--- config.mk ---
export PLATFORM = sky130hd
export DESIGN_NAME = unit_rate_rr_sched
export DESIGN_NICKNAME = d
export VERILOG_FILES = /design/src/rtl/unit_rate_rr_sched.sv
export SDC_FILE = /design/constraint.sdc
export NUM_CORES = 1
export LEC_CHECK = 0
export ABC_AREA = 1
export ABC_CLOCK_PERIOD_IN_PS = 3700
export CAP_MARGIN = 0
export CORE_ASPECT_RATIO = 1.4
export CORE_MARGIN = 2
export CORE_UTILIZATION = 37
export CTS_BUF_LIST = sky130_fd_sc_hd__clkbuf_16
export CTS_CLUSTER_DIAMETER = 60
export DETAILED_ROUTE_END_ITERATION = 7
export PLACE_DENSITY = 0.87
export SLEW_MARGIN = 20
export SYNTH_ARGS = -nofsm -noshare
export SYNTH_HDL_FRONTEND = slang
export SYNTH_SLANG_ARGS = --single-unit
--- constraint.sdc ---
create_clock -name clk -period 3.7 [get_ports clk]
set_clock_uncertainty 0.15 [all_clocks]
set_input_delay 0.925 -clock clk [delete_from_list [all_inputs] [get_ports clk]]
set_output_delay 0.925 -clock clk [all_outputs]
set_load 0.02 [all_outputs]
--- src/rtl/unit_rate_rr_sched.sv ---
// Round-robin scheduler sharing one combinational unit-rate actor among NUM_REQ requesters.
// Optional saturating backpressure counter on stall_cnt: define UNIT_RATE_RR_SCHED_STALL_CNT_EN.
//
// state | meaning
// ------+---------------------------------------
// EMPTY | output register has no result
// FULL  | output register holds a result
module unit_rate_rr_sched #(
  parameter int NUM_REQ = 4,
  parameter int DATA_W  = 32,
  parameter int TAG_W   = 2
) (
  input  logic                      clk,
  input  logic                      rst,
  input  logic [NUM_REQ*DATA_W-1:0] req_data,
  input  logic [NUM_REQ-1:0]        req_valid,
  output logic [NUM_REQ-1:0]        req_ready,
  output logic [DATA_W-1:0]         act_arg,
  output logic                      act_arg_valid,
  input  logic [DATA_W-1:0]         act_ret,
  input  logic                      act_ret_valid,
  output logic [DATA_W-1:0]         res_data,
  output logic [TAG_W-1:0]          res_tag,
  output logic                      res_valid,
`ifdef UNIT_RATE_RR_SCHED_STALL_CNT_EN
  output logic [15:0]               stall_cnt,
`endif
  input  logic                      res_ready
);

  typedef enum logic {EMPTY = 1'b0, FULL = 1'b1} state_t;

  state_t             state;
  state_t             state_nxt;
  logic [TAG_W-1:0]   rr_ptr;
  logic [TAG_W-1:0]   ptr_nxt;
  logic [TAG_W-1:0]   g;
  logic               grant;
  logic               capture;
  logic               can_issue;

  always_ff @(posedge clk) begin
    if (rst) begin
      state    <= EMPTY;
      res_data <= '0;
      res_tag  <= '0;
      rr_ptr   <= '0;
    end else begin
      state <= state_nxt;
      if (capture) begin
        res_data <= act_ret;
        res_tag  <= g;
        rr_ptr   <= ptr_nxt;
      end
    end
  end

  assign res_valid = (state == FULL);

  always_comb begin
    int idx;
    idx           = 0;
    state_nxt     = state;
    grant         = 1'b0;
    g             = '0;
    capture       = 1'b0;
    act_arg       = '0;
    act_arg_valid = 1'b0;
    req_ready     = '0;
    can_issue     = (state == EMPTY) | res_ready;

    // Reset suppresses any grant so a held result is simply dropped.
    if (!rst && can_issue) begin
      for (int k = 0; k < NUM_REQ; k++) begin
        idx = int'(rr_ptr) + k;
        if (idx >= NUM_REQ) idx = idx - NUM_REQ;
        if (!grant && req_valid[idx]) begin
          grant = 1'b1;
          g     = TAG_W'(idx);
        end
      end
    end

    if (grant) begin
      act_arg       = req_data[32'(g)*DATA_W +: DATA_W];
      act_arg_valid = 1'b1;
      req_ready[g]  = act_ret_valid;
      capture       = act_ret_valid;
    end

    if (capture)
      state_nxt = FULL;
    else if ((state == FULL) && res_ready)
      state_nxt = EMPTY;
  end

  assign ptr_nxt = (g == TAG_W'(NUM_REQ - 1)) ? '0 : g + 1'b1;

`ifdef UNIT_RATE_RR_SCHED_STALL_CNT_EN
  always_ff @(posedge clk) begin
    if (rst)
      stall_cnt <= '0;
    else if (res_valid && !res_ready && (stall_cnt != 16'hFFFF))
      stall_cnt <= stall_cnt + 16'd1;
  end
`endif

endmodule

==> results.sh <==
export IMPL_status="finished clean"
export IMPL_grt_pass1_wl_mm=22.9
export IMPL_wl_per_cell_um=15.5
export IMPL_synthFlopType="dfxtp_1"
export IMPL_htreeDepth=2
export IMPL_path_clk_slew_ns=0.05
export IMPL_dp_slack_ns=-0.798
export IMPL_area_growth_pct=92.3
export IMPL_syn_avg_cell_area_um2=5.73
export IMPL_seqCellArea_um2=746
export IMPL_rows=42
export IMPL_final_setup_viol_count=0
export IMPL_synth_seq_cells=37
export IMPL_vias_per_cell=5.10
export IMPL_drive_above_1_share_pct=23.3
export IMPL_tns_ns=0
export IMPL_powerDensity_nw_per_um2=336
export IMPL_cp_arrival_ns=2.62
export IMPL_drtPass1Iterations=5
export IMPL_final_common_cell="clkdlybuf4s50_1"
export IMPL_drv_slew=0
export IMPL_final_cell_mix="clkdlybuf4s50_1 (196), nand2_1 (141), inv_1 (129)"
export IMPL_hp_class="flip-flop to flip-flop"
export IMPL_hpwlAfterDp_mm=10.3
export IMPL_grtUsageTotal_pct=26.7
export IMPL_min_from="res_data[26]"
export IMPL_critPathRequiredTime_ns=2.62
export IMPL_cts_tree="done"
export IMPL_syn_inst=627
export IMPL_synth_distinct_cells=23
export IMPL_slew_headroom_pct=63.0
export IMPL_dr_total_vias=5050
export IMPL_rsz0062_at_grt="true"
export IMPL_clockRootBuffer="clkbuf_16"
export IMPL_fin_ws_ns=0.00185
export IMPL_timing_fmax_ghz=0.270
export IMPL_synth_cell_area_um2=3590
export IMPL_r2r_start="rr_ptr[0]"
export IMPL_die_h_um=121
export IMPL_wl_mm=15.4
export IMPL_io_pin_count=240
export IMPL_endpoint_kind="output port"
export IMPL_syn_nets=799
export IMPL_fin_crit_ns=3.70
export IMPL_grt_max_degree=45
export IMPL_overflow=0
export IMPL_critPathLaunch="req_valid[2]"
export IMPL_die_area_um2=10500
export IMPL_coreArea_um2=9460
export IMPL_nNetsFinal=1051
export IMPL_ant_nets=0
export IMPL_yosys_warnings=0
export IMPL_irDropWorstVdd_v=0.000390
export IMPL_hold_violations=0
export IMPL_diodes=0
export IMPL_maxCapViolCount=0
export IMPL_grt_pass1_vias=4776
export IMPL_cts_num_sinks=37
export IMPL_drtIter0Drc=258
export IMPL_fin_crit_sh_pct=100
export IMPL_synth_edf_count=0
export IMPL_drc_errors=0
export IMPL_place_congestion=0.901
export IMPL_clk_latency_ns=0.28
export IMPL_async_flop_share_pct=0
export IMPL_cts_buffer_depth=2
export IMPL_antenna_found_initial=0
export IMPL_numCtsBuffers=5
export IMPL_crit_fanout=7
export IMPL_tightest_slew_ns=0.555
export IMPL_die_w_um=87.3
export IMPL_critPathKind="input port to output port"
export IMPL_postCtsHoldBufs=0
export IMPL_multi_input_area_um2=2280
export IMPL_start_kind="input port"
export IMPL_p_leak_uw=0.00332
export IMPL_start_util_pct=38.0
export IMPL_ys_seq_area_share_pct=20.6
export IMPL_worst_hold_slack_ns=0.314
export IMPL_placement_io_buffers=239
export IMPL_nFillCells=744
-- worst paths after layout --
check | end | slack, ns | cells after the start
worst max-delay path | act_arg[12] | 0.002 | 16
worst min-delay path | res_data[26] | 0.31 | 2
worst max register to register | res_data[17] | 0.98 | 16
worst min register to register | res_data[26] | 0.31 | 2
-- timing repair --
item                                    CTS  global route
gates cloned                              3             3
pin swaps                                12            28
setup buffers                             4             5
endpoints found under the setup margin   37            36
resized for setup                       197            74
-- cell type report --
cell class,count,share of cell area [%]
Timing Repair Buffer,294,43.7
Multi-Input combinational cell,399,33.0
Clock inverter,3,0.942
Sequential cell,37,10.8
Tap cell,110,1.99
Inverter,142,7.79
Clock buffer,5,1.81
-- routing by layer --
metal	routed length, um	global-route usage [%]	share of wire [%]
met2	7730	48.2	50
met5	0	0	0
met4	736	10.2	4.8
met1	5380	29.3	35
met3	1540	6.48	10
-- stage by stage --
stage	cells	utilization [%]	cell area [um2]	total power, uW
floorplan	627	-	3590	1050
global placement	967	66.3	6270	1590
detailed placement	967	66.3	6270	1600
CTS	982	68.5	6480	2170
global route	990	73.0	6900	2440
finish	990	73.0	6900	2320
-- registers in the layout, summed over array words and instances (netlist names) --
| name | flops |
|---|---|
| res_data | 32 |
| res_tag | 2 |
| res_valid | 1 |
| rr_ptr | 2 |
-- cell families (layout without fill, tap and decap cells) --
group | count (synthesis) | after routing | synth area share [%]
DFF | 37 | 37 | 20.6
AOI/OAI and AO/OA | 73 | 73 | 12.4
buffers and inverters | 191 | 444 | 22.6
adders and majority gates | 4 | 4 | 1.39
and+or+nand+nor | 322 | 322 | 43.0
-- critical path: stages --
cell,delay [ns]
buf_6,0.10
inv_4,0.05
nand2_4,0.06
nand3_4,0.10
nand2_4,0.07
nor2_4,0.15
buf_6,0.12
nand3b_1,0.08
nand2_1,0.08
inv_2,0.04
nand2_4,0.11
buf_12,0.15
buf_4,0.12
nand3_1,0.07
a21oi_1,0.20
buf_4,0.18
-- power by group --
part | total, uW | switching (uW) | internal, uW
registers | 442 | 19.5 | 423
logic | 1330 | 680 | 649
clock network | 548 | 163 | 385
-- Yosys cell counts, types with 2 or more instances --
cell | n | area (um2)
nand4_1 | 64 | 400
inv_1 | 137 | 514
clkbuf_1 | 16 | 60.1
a21oi_1 | 50 | 250
a21oi_2 | 20 | 175
ha_1 | 4 | 50.1
buf_8 | 2 | 30.0
nand3b_1 | 2 | 15.0
nand2_2 | 23 | 144
inv_2 | 5 | 18.8
dfxtp_1 | 37 | 741
nand3_1 | 71 | 355
buf_6 | 5 | 56.3
buf_2 | 25 | 125
nor2_1 | 7 | 26.3
nand2_1 | 152 | 571
Note: power is estimated with default switching activity, not from simulation.
